## src/rtl/video_timing_gen.sv

```systemverilog
// rtl/video_timing_gen.sv - parametrised raster timing generator with frame-latched sync offsets and pipeline alignment
module video_timing_gen #(
    parameter int H_TOTAL  = 456,
    parameter int H_ACTIVE = 336,
    parameter int H_SYNC_S = 360,
    parameter int H_SYNC_W = 24,
    parameter int V_TOTAL  = 262,
    parameter int V_ACTIVE = 240,
    parameter int V_SYNC_S = 240,
    parameter int V_SYNC_W = 3,
    parameter int CNT_W    = 9,
    parameter int OFFS_W   = 5,
    parameter int PIPE     = 1,
    parameter int RGB_W    = 8
) (
    input  logic                     clk_sys,
    input  logic                     rst_n,
    input  logic                     ce_pix,
    input  logic signed [OFFS_W-1:0] h_offs,
    input  logic signed [OFFS_W-1:0] v_offs,
    input  logic [RGB_W-1:0]         rgb_in,
    output logic [CNT_W-1:0]         hpos,
    output logic [CNT_W-1:0]         vpos,
    output logic [RGB_W-1:0]         rgb_out,
    output logic                     hblank,
    output logic                     vblank,
    output logic                     hs_n,
    output logic                     vs_n,
    output logic                     frame_st
);

    localparam int SW = CNT_W + 2;
    // Flag order {hb, vb, hs, vs}; blank state has both blanks set, syncs idle.
    localparam logic [3:0] BLANK_FLAGS = 4'b1100;

    function automatic logic signed [SW-1:0] clamp(
        input logic signed [SW-1:0] x,
        input logic signed [SW-1:0] lo,
        input logic signed [SW-1:0] hi
    );
        if (x < lo) return lo;
        if (x > hi) return hi;
        return x;
    endfunction

    logic [CNT_W-1:0]         hcnt;
    logic [CNT_W-1:0]         vcnt;
    logic signed [OFFS_W-1:0] h_offs_q;
    logic signed [OFFS_W-1:0] v_offs_q;
    logic                     h_wrap;
    logic                     v_wrap;

    assign h_wrap = (hcnt == CNT_W'(H_TOTAL - 1));
    assign v_wrap = (vcnt == CNT_W'(V_TOTAL - 1));

    always_ff @(posedge clk_sys) begin
        if (!rst_n) begin
            hcnt     <= '0;
            vcnt     <= '0;
            h_offs_q <= '0;
            v_offs_q <= '0;
        end else if (ce_pix) begin
            if (h_wrap) begin
                hcnt <= '0;
                if (v_wrap) begin
                    vcnt     <= '0;
                    h_offs_q <= h_offs;
                    v_offs_q <= v_offs;
                end else begin
                    vcnt <= vcnt + 1'b1;
                end
            end else begin
                hcnt <= hcnt + 1'b1;
            end
        end
    end

    // Sync starts are clamped so the pulse never enters the active area or runs past the line/frame end.
    logic signed [SW-1:0] hs_s;
    logic signed [SW-1:0] vs_s;
    logic signed [SW-1:0] hc_s;
    logic signed [SW-1:0] vc_s;
    logic [3:0]           raw_flags;
    logic [3:0]           dly_flags;

    assign hs_s = clamp(SW'(H_SYNC_S) + SW'(h_offs_q), SW'(H_ACTIVE), SW'(H_TOTAL - H_SYNC_W));
    assign vs_s = clamp(SW'(V_SYNC_S) + SW'(v_offs_q), SW'(V_ACTIVE), SW'(V_TOTAL - V_SYNC_W));
    assign hc_s = $signed({2'b00, hcnt});
    assign vc_s = $signed({2'b00, vcnt});

    assign raw_flags = {
        (hcnt >= CNT_W'(H_ACTIVE)),
        (vcnt >= CNT_W'(V_ACTIVE)),
        (hc_s >= hs_s) && (hc_s < hs_s + SW'(H_SYNC_W)),
        (vc_s >= vs_s) && (vc_s < vs_s + SW'(V_SYNC_W))
    };

    generate
        if (PIPE == 0) begin : g_no_dly
            assign dly_flags = raw_flags;
        end else begin : g_dly
            logic [3:0] sr [PIPE];
            always_ff @(posedge clk_sys) begin
                if (!rst_n) begin
                    for (int i = 0; i < PIPE; i++) sr[i] <= BLANK_FLAGS;
                end else if (ce_pix) begin
                    sr[0] <= raw_flags;
                    for (int i = 1; i < PIPE; i++) sr[i] <= sr[i-1];
                end
            end
            assign dly_flags = sr[PIPE-1];
        end
    endgenerate

    always_ff @(posedge clk_sys) begin
        if (!rst_n) begin
            rgb_out <= '0;
            hblank  <= 1'b1;
            vblank  <= 1'b1;
            hs_n    <= 1'b1;
            vs_n    <= 1'b1;
        end else if (ce_pix) begin
            rgb_out <= (dly_flags[3] | dly_flags[2]) ? '0 : rgb_in;
            hblank  <= dly_flags[3];
            vblank  <= dly_flags[2];
            hs_n    <= ~dly_flags[1];
            vs_n    <= ~dly_flags[0];
        end
    end

    assign hpos     = hcnt;
    assign vpos     = vcnt;
    assign frame_st = ce_pix && (hcnt == '0) && (vcnt == '0);

endmodule

```

## config.mk

```make
export PLATFORM = sky130hd
export DESIGN_NAME = video_timing_gen
export DESIGN_NICKNAME = d
export VERILOG_FILES = /design/src/rtl/video_timing_gen.sv
export SDC_FILE = /design/constraint.sdc
export NUM_CORES = 1
export LEC_CHECK = 0
export ABC_CLOCK_PERIOD_IN_PS = 4760
export BUFFER_PORTS_ARGS = -buffer_cell sky130_fd_sc_hd__clkbuf_2
export CORE_ASPECT_RATIO = 1.2
export CORE_MARGIN = 1
export CORE_UTILIZATION = 59
export CTS_CLUSTER_DIAMETER = 100
export DETAILED_ROUTE_END_ITERATION = 10
export PLACE_DENSITY = 0.93
export SYNTH_ARGS = -nofsm -noshare
export SYNTH_HDL_FRONTEND = slang
export SYNTH_SLANG_ARGS = --single-unit
```

## constraint.sdc

```tcl
create_clock -name clk_sys -period 4.76 [get_ports clk_sys]
set_input_delay 1.19 -clock clk_sys [delete_from_list [all_inputs] [get_ports clk_sys]]
set_output_delay 1.19 -clock clk_sys [all_outputs]
set_load 0.03 [all_outputs]
```

==> flow_summary.json <==
{
  "status": "complete, no violations",
  "met3RoutedLength_um": 255,
  "antenna_violations_before_repair": 0,
  "cts_max_path_buffers": 2,
  "grt_pass1_vias": 2127,
  "timing.critical_path.slowest_cell_delay_ns": 0.56,
  "insertion_delay_ns": 0.30,
  "max_slew.worst_pin.slew_ns": 0.8291,
  "maximum_operating_frequency_ghz": 0.2599,
  "pre_cts_ws_ns": 0.9345,
  "dr.first_iter.drc_count": 100,
  "final.setup_skew_ns": 0.005473,
  "grt_overflow_total": 0,
  "crit_top_cell": "sky130_fd_sc_hd__clkbuf_2",
  "timing.max_slew.rel_slack_pct": 44.30,
  "seq_power_share_pct": 53.6,
  "timing.final.ws_setup_ns": 0.9120,
  "cts_bufs_inserted": 5,
  "place.port_buffers": 51,
  "postSynthAreaPerCell_um2": 8.905,
  "clock_sinks": 44,
  "ys.warnings.count": 0,
  "routedWlPerCell_um": 14.41,
  "floorplan.initialDensity_pct": 61.07,
  "top_layer": "met4",
  "cpLargestDelayFamily": "simple AND/OR/NAND/NOR gates",
  "placement.cell_area_um2": 2874,
  "finalHoldViolations": 0,
  "postCtsHoldBufs": 0,
  "synth_cell_types": 40,
  "cp_num_buf_inv": 2,
  "via_count": 2321,
  "n_antenna_cell": 0,
  "cts_setup_buffers": 0,
  "yosys_register_bits": 44,
  "first_pass_iters": 4,
  "top_level_ports": 52,
  "synthesis.area_um2": 2582,
  "routedLengthMet1_mm": 2.305,
  "setup_tns_ns": 0,
  "worstHoldPathType": "reg -> reg",
  "met2_wire_length_mm": 3.019,
  "timing.critical_path.fanout_max": 17,
  "drive_above_1_share_pct": 18.71,
  "grt_pass1_wl_mm": 9.259,
  "stdcell_area_um2": 2985,
  "p_int_mw": 0.5516,
  "cts.htree.levels": 2,
  "drt_wl_total_mm": 5.737,
  "drt.antenna.violating_nets": 0,
  "grt_util_all_layers_pct": 25.37,
  "rsz0062_at_grt": "false",
  "tritoncts": "done",
  "std_cell_rows": 26,
  "ctsRootBufferMaster": "sky130_fd_sc_hd__clkbuf_8",
  "timing.critical_path.arrival_ns": 2.66,
  "max_cap_violations": 0,
  "setup.worst_path.start_class": "primary input",
  "worstPathRequired_ns": 3.57,
  "power_switching_share_pct": 22.72,
  "ir_drop_mv": 0.1527,
  "cts_resized": 0,
  "report.final.slew_viol_count": 0,
  "clock_power_share_pct": 39.7,
  "globalplace.congestion": 0.8956,
  "crit_path_cell_trace": "clkbuf_2, or4b_4, nor4_1, clkbuf_2",
  "cellPowerDensity_nw_per_um2": 239.1,
  "post_drt_via_cell_ratio": 5.832,
  "share_of_the_yosys_chip_area_belonging_to_registers_pct": 35.66,
  "cts.clk_slew.worst_paths_ns": 0.08,
  "die-width_um": 62.40,
  "grt_start_max_net_pins": 25,
  "combinationalPowerShare_pct": 6.6,
  "endpoint_kind": "output pin",
  "crit_path_top_delay_cell": "sky130_fd_sc_hd__or4b_4",
  "psw_mw": 0.1622,
  "post_synthesis_net_count": 347,
  "placeableCoreArea_um2": 4229,
  "die-height_um": 74.48,
  "synthToLayoutAreaGrowth_pct": 15.60,
  "hpwl_dp_mm": 4.222,
  "final_period_minus_worst_setup_slack_ns": 3.848,
  "detail_route.drc_violations": 0,
  "fin_worst_hold_slack_ns": 0.4557,
  "synthesis.instances": 290,
  "final_min_period_over_clock_period_pct": 80.84,
  "num-nets-final": 398,
  "floorplan.die_area_um2": 4647,
  "critPathKind": "in -> out",
  "leakagePower_nw": 1.333,
  "final-setup-viol-count": 0
}
worst register-to-register path, cell delays in order (launching register included):
cell and delay (ns):
sky130_fd_sc_hd__dfxtp_1 0.36, sky130_fd_sc_hd__nand2b_1 0.20, sky130_fd_sc_hd__and2_1 0.19, sky130_fd_sc_hd__nor3_1 0.30, sky130_fd_sc_hd__ha_1 0.32, sky130_fd_sc_hd__and3_1 0.20
sky130_fd_sc_hd__a2111oi_0 0.48, sky130_fd_sc_hd__a21oi_1 0.15, sky130_fd_sc_hd__a2111oi_0 0.54
layout by cell type (no fill, tap or decap), types with 2 or more instances in the layout:
cell / synthesis / final
sky130_fd_sc_hd__a2111oi_0: 3 / 3
sky130_fd_sc_hd__a211oi_1: 3 / 3
sky130_fd_sc_hd__a21boi_0: 2 / 2
sky130_fd_sc_hd__a21boi_1: 10 / 10
sky130_fd_sc_hd__a21oi_1: 9 / 9
sky130_fd_sc_hd__a22o_1: 8 / 8
sky130_fd_sc_hd__and2_1: 5 / 5
sky130_fd_sc_hd__and3_1: 5 / 5
sky130_fd_sc_hd__clkbuf_2: 0 / 51
sky130_fd_sc_hd__clkbuf_8: 0 / 5
sky130_fd_sc_hd__dfxtp_1: 40 / 40
sky130_fd_sc_hd__edfxtp_1: 4 / 4
sky130_fd_sc_hd__ha_1: 36 / 36
sky130_fd_sc_hd__inv_1: 15 / 15
sky130_fd_sc_hd__mux2i_1: 4 / 4
sky130_fd_sc_hd__nand2_1: 45 / 45
sky130_fd_sc_hd__nand2b_1: 4 / 4
sky130_fd_sc_hd__nand3_1: 6 / 6
sky130_fd_sc_hd__nand4_1: 8 / 8
sky130_fd_sc_hd__nor2_1: 19 / 19
sky130_fd_sc_hd__nor2b_1: 7 / 7
sky130_fd_sc_hd__nor3_1: 8 / 8
sky130_fd_sc_hd__nor4_1: 2 / 2
sky130_fd_sc_hd__o21a_1: 3 / 3
sky130_fd_sc_hd__o21ai_0: 7 / 7
sky130_fd_sc_hd__or3_1: 3 / 3
sky130_fd_sc_hd__xnor2_1: 4 / 4
sky130_fd_sc_hd__xor2_1: 11 / 11
sequential cells by signal, indices dropped and copies added, names as in the netlist:
name / count
vblank: 1
h_offs_q: 5
v_offs_q: 5
g_dly.sr: 4
rgb_out: 8
hs_n: 1
hpos: 9
vpos: 9
hblank: 1
vs_n: 1
synthesized netlist by cell type:
cell / n / share of area, %
sky130_fd_sc_hd__nand2_1: 45 / 6.5
sky130_fd_sc_hd__dfxtp_1: 40 / 31
sky130_fd_sc_hd__ha_1: 36 / 17
sky130_fd_sc_hd__nor2_1: 19 / 2.8
sky130_fd_sc_hd__inv_1: 15 / 2.2
sky130_fd_sc_hd__xor2_1: 11 / 3.7
sky130_fd_sc_hd__a21boi_1: 10 / 2.9
sky130_fd_sc_hd__a21oi_1: 9 / 1.7
sky130_fd_sc_hd__a22o_1: 8 / 2.7
sky130_fd_sc_hd__nand4_1: 8 / 1.9
sky130_fd_sc_hd__nor3_1: 8 / 1.6
sky130_fd_sc_hd__nor2b_1: 7 / 1.7
sky130_fd_sc_hd__o21ai_0: 7 / 1.4
sky130_fd_sc_hd__nand3_1: 6 / 1.2
sky130_fd_sc_hd__and2_1: 5 / 1.2
sky130_fd_sc_hd__and3_1: 5 / 1.2
sky130_fd_sc_hd__clkbuf_1: 5 / 0.73
sky130_fd_sc_hd__edfxtp_1: 4 / 4.7
sky130_fd_sc_hd__mux2i_1: 4 / 1.6
sky130_fd_sc_hd__nand2b_1: 4 / 0.97
sky130_fd_sc_hd__xnor2_1: 4 / 1.4
sky130_fd_sc_hd__a2111oi_0: 3 / 1.0
sky130_fd_sc_hd__a211oi_1: 3 / 0.87
sky130_fd_sc_hd__o21a_1: 3 / 0.87
sky130_fd_sc_hd__or3_1: 3 / 0.73
sky130_fd_sc_hd__a21boi_0: 2 / 0.58
sky130_fd_sc_hd__buf_4: 2 / 0.58
sky130_fd_sc_hd__nor4_1: 2 / 0.48
sky130_fd_sc_hd__a21oi_2: 1 / 0.34
sky130_fd_sc_hd__conb_1: 1 / 0.15
sky130_fd_sc_hd__nand3_2: 1 / 0.39
sky130_fd_sc_hd__nand3b_1: 1 / 0.29
sky130_fd_sc_hd__nor3_2: 1 / 0.39
sky130_fd_sc_hd__nor4_4: 1 / 0.82
sky130_fd_sc_hd__o2111ai_1: 1 / 0.34
sky130_fd_sc_hd__o211ai_1: 1 / 0.29
sky130_fd_sc_hd__o31ai_1: 1 / 0.29
sky130_fd_sc_hd__o41ai_1: 1 / 0.34
sky130_fd_sc_hd__or4_1: 1 / 0.29
sky130_fd_sc_hd__or4b_4: 1 / 0.53
power by group through the flow:
| stage | Sequential (mW) | Clock [mW] | Combinational, mW |
|---|---|---|---|
| after floorplan | 0.397 | 0 | 0.0235 |
| after global placement | 0.391 | 0 | 0.0452 |
| after detailed placement | 0.392 | 0 | 0.0467 |
| after CTS | 0.383 | 0.285 | 0.0472 |
| after global routing | 0.384 | 0.302 | 0.0511 |
| final | 0.383 | 0.284 | 0.0474 |
cell families after synthesis:
group / share of synthesized area [%]
xor gates and xnor gates: 5.087
muxes: 1.550
DFF: 35.66
other: 0.1452
AOI/OAI and AO/OA: 13.66
buffers and inverters: 3.488
and+or+nand+nor: 22.97
adders and majority gates: 17.44
metrics by stage:
step | power, mW | instances | util [%]
after global routing | 0.7366 | 398 | 70.59
after detailed placement | 0.4383 | 390 | 67.96
after floorplan | 0.4204 | 290 | -
after global placement | 0.4364 | 390 | 67.96
final | 0.7138 | 398 | 70.59
after CTS | 0.7146 | 398 | 70.59
per-layer routing:
metal / vias to the layer above / GRT usage [%]
met4: 0 / 14.21
met1: 1117 / 28.36
met2: 71 / 45.79
met3: 18 / 5.215
met5: - / 0
li1: 1115 / -
area by class of cell:
type	instances	area (um^2)
Multi-Input combinational cell	224	1572
Fill cell	327	1244
Sequential cell	44	920.9
Timing Repair Buffer	51	255.2
Tap cell	56	70.07
Clock buffer	5	68.82
Inverter	15	56.30
Clock inverter	3	42.54
final timing paths:
check              start        endpoint  slack (ns)  cells after the start
max               ce_pix        frame_st        0.91                      4
min          v_offs_q[3]     v_offs_q[3]        0.46                      2
min reg2reg  v_offs_q[3]     v_offs_q[3]        0.46                      2
max reg2reg  v_offs_q[4]  g_dly.sr[0][0]        1.77                      8
Power figures use the tool's default switching activity.
